$ cat src/rtl/imm_alu_sequencer.sv
// Moore control sequencer for immediate ALU instructions (addi/andi/ori):
// fetch with a variable-latency memory handshake, decode, execute, writeback.
module imm_alu_sequencer #(
    parameter int                OPC_W       = 5,
    parameter int                CTRL_W      = 5,
    parameter logic [OPC_W-1:0]  OPC_ADDI    = 5'b01011,
    parameter logic [OPC_W-1:0]  OPC_ANDI    = 5'b01100,
    parameter logic [OPC_W-1:0]  OPC_ORI     = 5'b01101,
    parameter logic [CTRL_W-1:0] ALU_ADD     = 5'b00011,
    parameter logic [CTRL_W-1:0] ALU_AND     = 5'b01000,
    parameter logic [CTRL_W-1:0] ALU_OR      = 5'b01001,
    parameter int                MEM_TIMEOUT = 15
) (
    input  logic              Clock,
    input  logic              Clear,
    input  logic              Start,
    input  logic              Mem_Ready,
    input  logic [OPC_W-1:0]  IR_Opcode,
    output logic [CTRL_W-1:0] CONTROL,
    output logic              IncPC,
    output logic              Read,
    output logic              PC_Out,
    output logic              MDR_Out,
    output logic              ZLO_Out,
    output logic              C_Out,
    output logic              MDR_In,
    output logic              MAR_In,
    output logic              IR_In,
    output logic              Y_In,
    output logic              ZLO_In,
    output logic              G_RA,
    output logic              G_RB,
    output logic              BA_Out,
    output logic              R_In,
    output logic              Busy,
    output logic              Done,
    output logic              Illegal,
    output logic              Timeout
);

    // state | meaning
    // IDLE  | waiting for Start
    // T0    | PC -> MAR, PC increment
    // T1W   | memory read outstanding, counting wait cycles
    // T1L   | memory data -> MDR
    // T2    | MDR -> IR
    // T3    | Rb -> Y, opcode decode
    // T4    | ALU operation -> Z
    // T5    | Z -> Ra, Done
    // FAULT | Illegal or Timeout pulse
    typedef enum logic [3:0] {
        S_IDLE, S_T0, S_T1W, S_T1L, S_T2, S_T3, S_T4, S_T5, S_FAULT
    } state_e;

    localparam int CNT_W       = (MEM_TIMEOUT > 0) ? $clog2(MEM_TIMEOUT + 1) : 1;
    localparam int WAIT_LAST_I = (MEM_TIMEOUT > 0) ? MEM_TIMEOUT - 1 : 0;
    localparam logic [CNT_W-1:0] WAIT_LAST = WAIT_LAST_I[CNT_W-1:0];

    state_e            state_q, state_d;
    logic [CNT_W-1:0]  wait_cnt_q, wait_cnt_d;
    logic [CTRL_W-1:0] alu_code_q, alu_code_d;
    logic              cause_to_q, cause_to_d;
    logic              wait_last;

    // Fault fires on the cycle the incremented count would reach MEM_TIMEOUT,
    // so exactly MEM_TIMEOUT cycles are spent in T1W.
    assign wait_last = (MEM_TIMEOUT != 0) && (wait_cnt_q == WAIT_LAST);

    always_ff @(posedge Clock) begin
        if (Clear) begin
            state_q    <= S_IDLE;
            wait_cnt_q <= '0;
            alu_code_q <= '0;
            cause_to_q <= 1'b0;
        end else begin
            state_q    <= state_d;
            wait_cnt_q <= wait_cnt_d;
            alu_code_q <= alu_code_d;
            cause_to_q <= cause_to_d;
        end
    end

    always_comb begin
        state_d    = state_q;
        wait_cnt_d = wait_cnt_q;
        alu_code_d = alu_code_q;
        cause_to_d = cause_to_q;
        case (state_q)
            S_IDLE: if (Start) state_d = S_T0;
            S_T0: begin
                wait_cnt_d = '0;
                state_d    = S_T1W;
            end
            S_T1W: begin
                if (Mem_Ready) begin
                    state_d = S_T1L;
                end else if (wait_last) begin
                    state_d    = S_FAULT;
                    cause_to_d = 1'b1;
                end else begin
                    wait_cnt_d = wait_cnt_q + 1'b1;
                end
            end
            S_T1L: state_d = S_T2;
            S_T2:  state_d = S_T3;
            S_T3: begin
                state_d = S_T4;
                if (IR_Opcode == OPC_ADDI) begin
                    alu_code_d = ALU_ADD;
                end else if (IR_Opcode == OPC_ANDI) begin
                    alu_code_d = ALU_AND;
                end else if (IR_Opcode == OPC_ORI) begin
                    alu_code_d = ALU_OR;
                end else begin
                    alu_code_d = '0;
                    cause_to_d = 1'b0;
                    state_d    = S_FAULT;
                end
            end
            S_T4:    state_d = S_T5;
            S_T5:    state_d = S_IDLE;
            S_FAULT: state_d = S_IDLE;
            default: state_d = S_IDLE;
        endcase
    end

    always_comb begin
        CONTROL = '0;
        IncPC   = 1'b0;
        Read    = 1'b0;
        PC_Out  = 1'b0;
        MDR_Out = 1'b0;
        ZLO_Out = 1'b0;
        C_Out   = 1'b0;
        MDR_In  = 1'b0;
        MAR_In  = 1'b0;
        IR_In   = 1'b0;
        Y_In    = 1'b0;
        ZLO_In  = 1'b0;
        G_RA    = 1'b0;
        G_RB    = 1'b0;
        BA_Out  = 1'b0;
        R_In    = 1'b0;
        Done    = 1'b0;
        Illegal = 1'b0;
        Timeout = 1'b0;
        Busy    = (state_q != S_IDLE);
        case (state_q)
            S_T0: begin
                PC_Out = 1'b1;
                MAR_In = 1'b1;
                IncPC  = 1'b1;
            end
            S_T1W: Read = 1'b1;
            S_T1L: begin
                Read   = 1'b1;
                MDR_In = 1'b1;
            end
            S_T2: begin
                MDR_Out = 1'b1;
                IR_In   = 1'b1;
            end
            S_T3: begin
                G_RB   = 1'b1;
                BA_Out = 1'b1;
                Y_In   = 1'b1;
            end
            S_T4: begin
                C_Out   = 1'b1;
                ZLO_In  = 1'b1;
                CONTROL = alu_code_q;
            end
            S_T5: begin
                ZLO_Out = 1'b1;
                G_RA    = 1'b1;
                R_In    = 1'b1;
                Done    = 1'b1;
            end
            S_FAULT: begin
                Illegal = ~cause_to_q;
                Timeout = cause_to_q;
            end
            default: ;
        endcase
    end

endmodule

$ cat config.mk
export PLATFORM = sky130hd
export DESIGN_NAME = imm_alu_sequencer
export DESIGN_NICKNAME = d
export VERILOG_FILES = /design/src/rtl/imm_alu_sequencer.sv
export SDC_FILE = /design/constraint.sdc
export NUM_CORES = 1
export LEC_CHECK = 0
export CAP_MARGIN = 20
export CORE_UTILIZATION = 38
export DETAILED_ROUTE_END_ITERATION = 7
export PLACE_DENSITY = 0.78
export REMOVE_ABC_BUFFERS = 1
export SLEW_MARGIN = 20
export SYNTH_ARGS = -nofsm -noshare
export SYNTH_HDL_FRONTEND = slang
export SYNTH_SLANG_ARGS = --single-unit
$ cat constraint.sdc
create_clock -name Clock -period 2 [get_ports Clock]
set_clock_uncertainty 0.2 [all_clocks]
set_input_delay 0.4 -clock Clock [delete_from_list [all_inputs] [get_ports Clock]]
set_output_delay 0.4 -clock Clock [all_outputs]
set_load 0.005 [all_outputs]
# After elaboration in Yosys (flattened, before gate mapping)

Cells that the tools add are included.

Bits in read-only memories: 0
RAM bits: 0
Bits in registers: 14
Logic and storage cells: 63
Memories kept: 0
Input port bits: 9
Latch bits: 0
Output and inout bits: 24

Equal/unequal tests: 20
Divide/modulo/power cells: 0
Multiply operators: 0
Reductions and logical operators: 8
$add $sub $neg: 1
Multiplexer cells: 29
Order comparisons: 0
Bitwise gates (word level): 1
Shifts and indexed selects: 0

Operators with widths:

| kind                  | count |
|---|---|
| $mux W4               | 11 |
| $pmux W4 S7           | 1 |
| $eq A4 B3 Y1 const B  | 4 |
| $eq A5 B4 Y1 const B  | 3 |
| $mux W1               | 14 |
| $ne A2 B2 Y1 const B  | 7 |
| $eq A4 B2 Y1 const B  | 2 |
| $eq A4 B4 Y1 const B  | 2 |
| $pmux W4 S2           | 1 |
| $reduce_and A6 Y1     | 1 |
| $mux W5               | 1 |
| $add A4 B1 Y4 const B | 1 |
| $eq A4 B1 Y1 const B  | 1 |
| $logic_not A4 Y1      | 1 |
| $reduce_bool A2 Y1    | 2 |
| $reduce_bool A4 Y1    | 1 |
| $ne A3 B3 Y1 const B  | 1 |
| $reduce_and A3 Y1     | 1 |
| $pmux W1 S2           | 1 |
| $reduce_and A2 Y1     | 1 |
| $reduce_or A2 Y1      | 1 |
| $not A1 Y1            | 1 |

# Logic depth before layout (Yosys ltp)

Gate-level depths: netlist of the first run.

Depth after elaboration: 5
Gate-level depth with buffers: 6
Depth with buffers taken out: 6

# Least setup slack after synthesis of the first run

Ideal clock, no wire load.

Path type: register -> output
From: register state_q[0]
To: output port G_RB
Data arrival time: 1365 ps
Buffers on the path: 2
Setup slack: 35 ps
Stages on the path, launching flop included: 5
Path through: dfxtp_1 clkbuf_1 or3b_4 inv_1 buf_4

Cells in the longest elaborated chain, start to end: 2

Ends and longest elaborated chain:

| element                  | RTL line | RTL |
|---|---|---|
| start: declaration       | 59       | `state_e state_q, state_d;` |
| start signal: assignment | 76       | `state_q <= state_d;` |
| $eq A4 B3 Y1             | --       |  |
| $mux W1                  | --       |  |
| end: declaration         | 32       | `output logic G_RB,` |

No other way between the ends.

# Final worst setup path of the first run

From: register state_q[3]
To: output port BA_Out

Cells in the longest elaborated chain, start to end: 2

Ends and longest elaborated chain:

| element          | RTL line | RTL |
|---|---|---|
| $eq A4 B3 Y1     | 148      | `case (state_q)` |
| $mux W1          | 148      |  |
| end: declaration | 33       | `output logic BA_Out,` |

No other way between the ends.

==> results of run 1 <==
## sequential cells by signal (all words and copies together), names as in the netlist
signal and cells:
state_q 4, cause_to_q 1, wait_cnt_q 4, alu_code_q 3
## what timing repair did
item / CTS / global route
setup endpoints to repair: 23 / 10
resized for setup: 62 / 9
pin swaps: 6 / 5
setup buffers: 2 / 0
## through the flow
step | hold slack [ns] | setup TNS, ns
6_report | 0.2549 | 0
5_1_grt | 0.2877 | 0
4_1_cts | 0.2539 | -0.05988
3_5_place_dp | 0.2443 | -0.2745
3_3_place_gp | 0.2398 | -0.1091
2_1_floorplan | 0.2212 | 0
## cells in the mapped netlist
| master | count | area (sq um) |
|---|---|---|
| nor4bb_1 | 1 | 10.01 |
| inv_1 | 3 | 11.26 |
| buf_4 | 12 | 90.09 |
| nor2b_1 | 5 | 31.28 |
| a31oi_1 | 1 | 6.260 |
| nand2_1 | 7 | 26.28 |
| nor4_1 | 3 | 18.77 |
| and3_1 | 1 | 6.260 |
| nor3_1 | 3 | 15.01 |
| or4_1 | 2 | 15.01 |
| nor4b_4 | 2 | 47.55 |
| buf_6 | 1 | 11.26 |
| nand3_1 | 4 | 20.02 |
| ha_1 | 2 | 25.02 |
| or3b_4 | 1 | 11.26 |
| o21ai_1 | 1 | 5.000 |
| o31ai_1 | 2 | 15.01 |
| a21oi_1 | 8 | 40.04 |
| o211a_1 | 1 | 10.01 |
| nor3b_1 | 1 | 7.510 |
| o21ai_0 | 2 | 10.01 |
| and4b_1 | 1 | 10.01 |
| o211ai_1 | 1 | 7.510 |
| a22oi_1 | 1 | 7.510 |
| nand2b_4 | 1 | 13.76 |
| dfxtp_1 | 12 | 240.2 |
| or2_2 | 1 | 6.260 |
| and2_1 | 8 | 50.05 |
| clkbuf_1 | 3 | 11.26 |
| conb_1 | 1 | 3.750 |
| a21oi_2 | 1 | 8.760 |
| and3b_1 | 1 | 8.760 |
| o41ai_1 | 1 | 8.760 |
| nor2_1 | 6 | 22.52 |
| a211oi_1 | 2 | 15.01 |
## power by group through the flow
stage                     Clock [uW]  Combinational (uW)  Sequential (uW)
final                            197                 163              261
after global routing             213                 175              262
after CTS                        199                 161              259
after detailed placement           0                 158              261
after global placement             0                 154              259
after floorplan                    0                57.6              267
## cells by family after synthesis
group                      after synthesis  share of synthesized area, %
other                                    1                        0.4427
buffers and inverters                   19                         14.62
AOI/OAI and AO/OA                       21                         15.81
and+or+nand+nor                         48                         37.82
DFF                                     12                         28.36
adders and majority gates                2                         2.954
## tightest hold or removal path: cells and delay by family (launching register included)
| kind | cells | cell delay [ns] |
|---|---|---|
| flops | 1 | 0.31 |
| compound gates | 1 | 0.05 |
| simple gates | 1 | 0.05 |
## cells in the final DEF, fill, tap and decap left out, types with 2 or more instances in the layout
master and count:
buf_4 13, dlygate4sd2_1 12, and2_1 8, dfxtp_1 8, clkdlybuf4s50_1 8, nand2_1 7, a21oi_1 6, buf_2 6
nor2b_1 5, nand3_1 4, clkbuf_2 4, buf_6 4, nor4_1 3, a21oi_2 3, nor2_1 3, clkbuf_4 3
nor3_1 2, inv_1 2, nor4b_4 2, nor2_2 2, o21ai_0 2, a211oi_1 2, o31ai_1 2, ha_1 2
conb_1 2, dfxtp_4 2, dfxtp_2 2
## metal layers
metal | track usage (%) | vias up
met4 | 7.353 | 0
met5 | 0 | -
li1 | - | 427
met1 | 21.28 | 405
met2 | 39.50 | 58
met3 | 2.804 | 0
## how the worst max path moves through the flow
stage	end	slack, ns	depth (start not counted)
final	BA_Out	0.06	4
after global routing	wait_cnt_q[2]	0.0002	6
after CTS	CONTROL[0]	-0.06	6
after detailed placement	BA_Out	-0.07	3
after global placement	BA_Out	-0.03	3
after floorplan	CONTROL[0]	0.07	3
## layout make-up
type                       instances  area [sq um]  area share (%)
tap                               27         33.78           2.671
inverter                           3         13.76           1.088
multi-input combinational         73         533.0           42.14
clock buffer                       4         36.28           2.868
sequential                        12         250.2           19.78
timing repair buffer              48         397.9           31.45
==> metrics, run 1 <==
DR WL met2 1232 microns; DP HPWL 1661 microns; synth-to-layout area growth 49.33%; Final Cell Area 1265 sq um; Cell Rows 16; RSZ-0062 raised after global routing false; critical-path cell list nand2b_4 -> or3b_4 -> inv_4 -> buf_2; Finished Core Util 62.56%; nets 152; Pleak 0.0005729 uW; hold path depth 2; die area 2422 sq um; Final Worst Setup Slack 0.06033 ns; worst r2r path cells 5; TritonCTS Sinks 12; Req. time, crit path 1.40 ns; sw power 173.2 uW; share of total power in sequential cells 42.0%; Clk pwr share 31.7%; Syn Area/Cell 8.224 sq um; Final Max Slew Viols 0; FMAX 515.6 MHz; placed cell count 162; Fillers 191; GRT Residual Overflow 0; GRT Util Overall 20.18%; Crit. End Element output pin; Final Hold Violating Endpoints 0; Buf/Inv on CP 2; min-delay worst type flip-flop to flip-flop; number of top-level pins 33; met1 WL 908 microns; FF+latch count, synth 12; register area share after synthesis 28.36%; Routed WL per cell 13.93 microns; Setup WS pre-CTS -0.06717 ns; P per Cell Area 490.7 nW/um^2; total CTS buffers 3; Logic pwr share 26.3%; reg2reg start state_q[0]; sw frac 27.90%; first-pass GRT wire length 3698 microns; CTS clk-pin slew, worst paths 0.07 ns; Hold Startpoint alu_code_q[3]; endpoints failing setup 0; CTS Hold Buffers Added 0; Worst R2R Setup Slack 0.07 ns; crit share post-route 96.98%; Hold Path Sink alu_code_q[3]; CP max stage delay 0.40 ns; vias 890; final cell count without fillers 167; Mapped Cells 103; Post-Route WL 2326 microns; CTS H-tree lvls 1; largest net degree at the start of global routing 10; clock latency on the worst-skew pair 0.28 ns; Ant. Diodes 0; worst flop-to-flop path endpoint wait_cnt_q[2]; dpl cell area 1200 sq um; DRC viols 0; Post-Syn Area 847.1 sq um; cell family with most CP delay simple AND/OR/NAND/NOR gates; CP Max Fanout 4; Die Y 49.22 microns; clk buf depth 2; Ys Warns 0; CTS tree built; vias in the first global route 829; Power Total 620.7 uW; VDD IR-drop max 0.3225 mV; DRT iter0 DRCs 39; DR WL met3 185 microns; Initial Util 41.89%; Worst setup startpoint state_q[3]; total internal power 447.6 uW; antenna violations before repair 0; status completed; core area 2022 sq um; gpl congestion 0.8648; IO Port Bufs 30; Worst Setup Path Type flip-flop to output pin; Vias/cell 5.329; max_cap viols 0; CP max stage cell or3b_4; Startpoint Class flip-flop; Clock Root Buffer clkbuf_4; Synth cell types 35; Pre-antenna DRT Iters 4; share of cells above drive strength 1 37.14%; Routed Antenna Nets 0; Period minus WS final 1.940 ns; max layer used met3; Critical Path AT 1.34 ns; die span in x 49.22 microns
Note: power is estimated with default switching activity, not from simulation.
==> inputs of run 2 (changes only) <==
Settings changed: CORE_UTILIZATION 38 to 46, PLACE_DENSITY 0.78 to 0.88.
Clock period 2 ns to 2.5 ns, I/O delays scaled along.
==> run 2 against run 1 <==
Net effect: critical path depth is the same; sequential cell count did not move; non-clock buffer count shrank 13; setup slack better by 0.0061 ns; first-iteration DRC count is 41% lower; critical endpoint is now G_RB; largest cell class unchanged; highest routed layer is now met4.
==> metrics, run 2 (synthesis results as in run 1) <==
clk buf depth 2 (unchanged); first-pass GRT wire length 2925 microns (-21%); TritonCTS Sinks 12 (unchanged); worst r2r path cells 5 (unchanged); DRC viols 0 (unchanged); Critical Path AT 1.73 ns (+0.39 ns); Pre-antenna DRT Iters 7 (+3); endpoints failing setup 0 (unchanged); CP Max Fanout 4 (unchanged); max_cap viols 0 (unchanged); core area 1727 sq um (-15%); Multi-input gate area 511.7 sq um (-4.0%); highest-count cells in the layout ignoring fill and taps clkdlybuf4s50_1, dfxtp_1, and2_1, a21oi_1, nand2_1; VDD IR-drop max 0.2957 mV (-8.3%); Routed Antenna Nets 0 (unchanged); placed cell count 148 (-8.6%); Routed WL per cell 11.91 microns (-15%); nets 139 (-8.6%); Die Y 44.91 microns (-8.7%); most common library cell in the layout ignoring fill and taps clkdlybuf4s50_1; die area 2017 sq um (-17%); CTS Hold Buffers Added 0 (unchanged); P per Cell Area 403.8 nW/um^2 (-18%); DRT iter0 DRCs 23 (-41%); largest net degree at the start of global routing 12 (+2); Post-Route WL 1810 microns (-22%); Clock Root Buffer clkbuf_4; Initial Util 49.06% (+7.2 points); Period minus WS final 2.434 ns; CP max stage delay 0.50 ns (+0.10 ns); IO Port Bufs 30 (unchanged); critical-path cell list nand2b_4 -> or3b_4 -> inv_2 -> clkdlybuf4s50_1; Cell Rows 15 (-1); worst flop-to-flop path endpoint wait_cnt_q[3]; gpl congestion 0.7763 (-10%); Ant. Diodes 0 (unchanged); CP max stage cell clkdlybuf4s50_1; Crit. End Element output pin; antenna violations before repair 0 (unchanged); Worst Setup Path Type flip-flop to output pin; vias 811 (-8.9%); crit share post-route 97.34%; setup TNS 0 ns (unchanged); Worst R2R Setup Slack 0.50 ns (+0.43 ns); synth-to-layout area growth 39.14%; RSZ-0062 raised after global routing true; Storage cell area 242.7 sq um (-3.0%); Pleak 0.0004690 uW (-18%); share of cells above drive strength 1 17.32% (-20 points); final cell count without fillers 152 (-9.0%); Hold Startpoint alu_code_q[0]; Final Hold Violating Endpoints 0 (unchanged); top flop regs state_q: 4 flops, wait_cnt_q: 4 flops, alu_code_q: 3 flops; # Post-CTS Setup Buffers 0 (-2); Final Cell Area 1179 sq um (-6.8%); min-delay worst type flip-flop to flip-flop; dpl cell area 1107 sq um (-7.7%); GRT Residual Overflow 0 (unchanged); GRT Util Overall 19.57% (-0.62 points); clock latency on the worst-skew pair 0.28 ns (about the same); reg2reg start state_q[1]; Power Total 475.9 uW (-23%); DP HPWL 1383 microns (-17%); Startpoint Class flip-flop; CTS clk-pin slew, worst paths 0.07 ns (about the same); die span in x 44.91 microns (-8.7%); total CTS buffers 3 (unchanged); Final Max Slew Viols 0 (unchanged); Vias/cell 5.336 (+0.12%); hold path depth 2 (unchanged); Hold Path Sink alu_code_q[0]; number of top-level pins 33 (unchanged); status completed; CTS H-tree lvls 1 (unchanged); FMAX 410.9 MHz; CTS tree built; vias in the first global route 673 (-19%); Req. time, crit path 1.80 ns (+0.40 ns); Fillers 140 (-27%)
run 2: changes by cell type in the layout (fill, tap and decap cells not counted), moves of 3 or more:
cell             before  now
dlygate4sd2_1        12    0
dlymetal6s2s_1        0    3
buf_6                 4    0
buf_2                 6    0
clkbuf_2              4    0
clkdlybuf4s50_1       8   27
buf_4                13    5
run 2: what timing repair did:
action                     CTS  global route
resized for setup            4             7
gates cloned                 0             0
setup endpoints to repair    7            14
run 2: area by class of cell:
cell class	count	area share (%)
Tap cell	25	2.654
Sequential cell	12	20.59
Inverter	3	0.9554
Timing Repair Buffer	35	29.30
Multi-Input combinational cell	73	43.42
Clock buffer	4	3.079
run 2: where the power goes:
| group | internal (uW) | switching (uW) |
|---|---|---|
| Sequential | 197 | 9.19 |
| Combinational | 62.1 | 49.2 |
| Clock | 88.7 | 69.9 |
| Total | 348 | 128 |
run 2: worst max path at each step:
stage	cells after the start	to	slack (ns)	from
floorplan	3	CONTROL[0]	0.47	state_q[2]
global placement	3	Illegal	0.27	state_q[0]
detailed placement	3	Illegal	0.23	state_q[0]
CTS	4	G_RB	0.02	state_q[2]
global route	3	Illegal	-0.04	state_q[0]
finish	4	G_RB	0.07	state_q[3]
run 2: critical path, delay by kind of cell, from the launching register on:
family                 cells  cell delay (ns)
DFF                        1             0.31
and+or+nand+nor            2             0.57
buffers and inverters      2             0.59
run 2: per-stage QoR:
step | setup slack, ns | util (%) | hold slack [ns]
after floorplan | 0.4688 | - | 0.2212
after global placement | 0.2727 | 64.13 | 0.2428
after detailed placement | 0.2346 | 64.13 | 0.2477
after CTS | 0.02067 | 67.10 | 0.2607
after global routing | -0.03626 | 68.26 | 0.2927
final | 0.06638 | 68.26 | 0.2603
run 2: metal layers:
| layer | vias to the layer above | track usage (%) | wire (microns) |
|---|---|---|---|
| li1 | 402 | - | - |
| met1 | 370 | 26.60 | 794 |
| met2 | 37 | 30.88 | 900 |
| met3 | 2 | 3.200 | 103 |
| met4 | 0 | 7.879 | 10 |
| met5 | - | 0 | 0 |
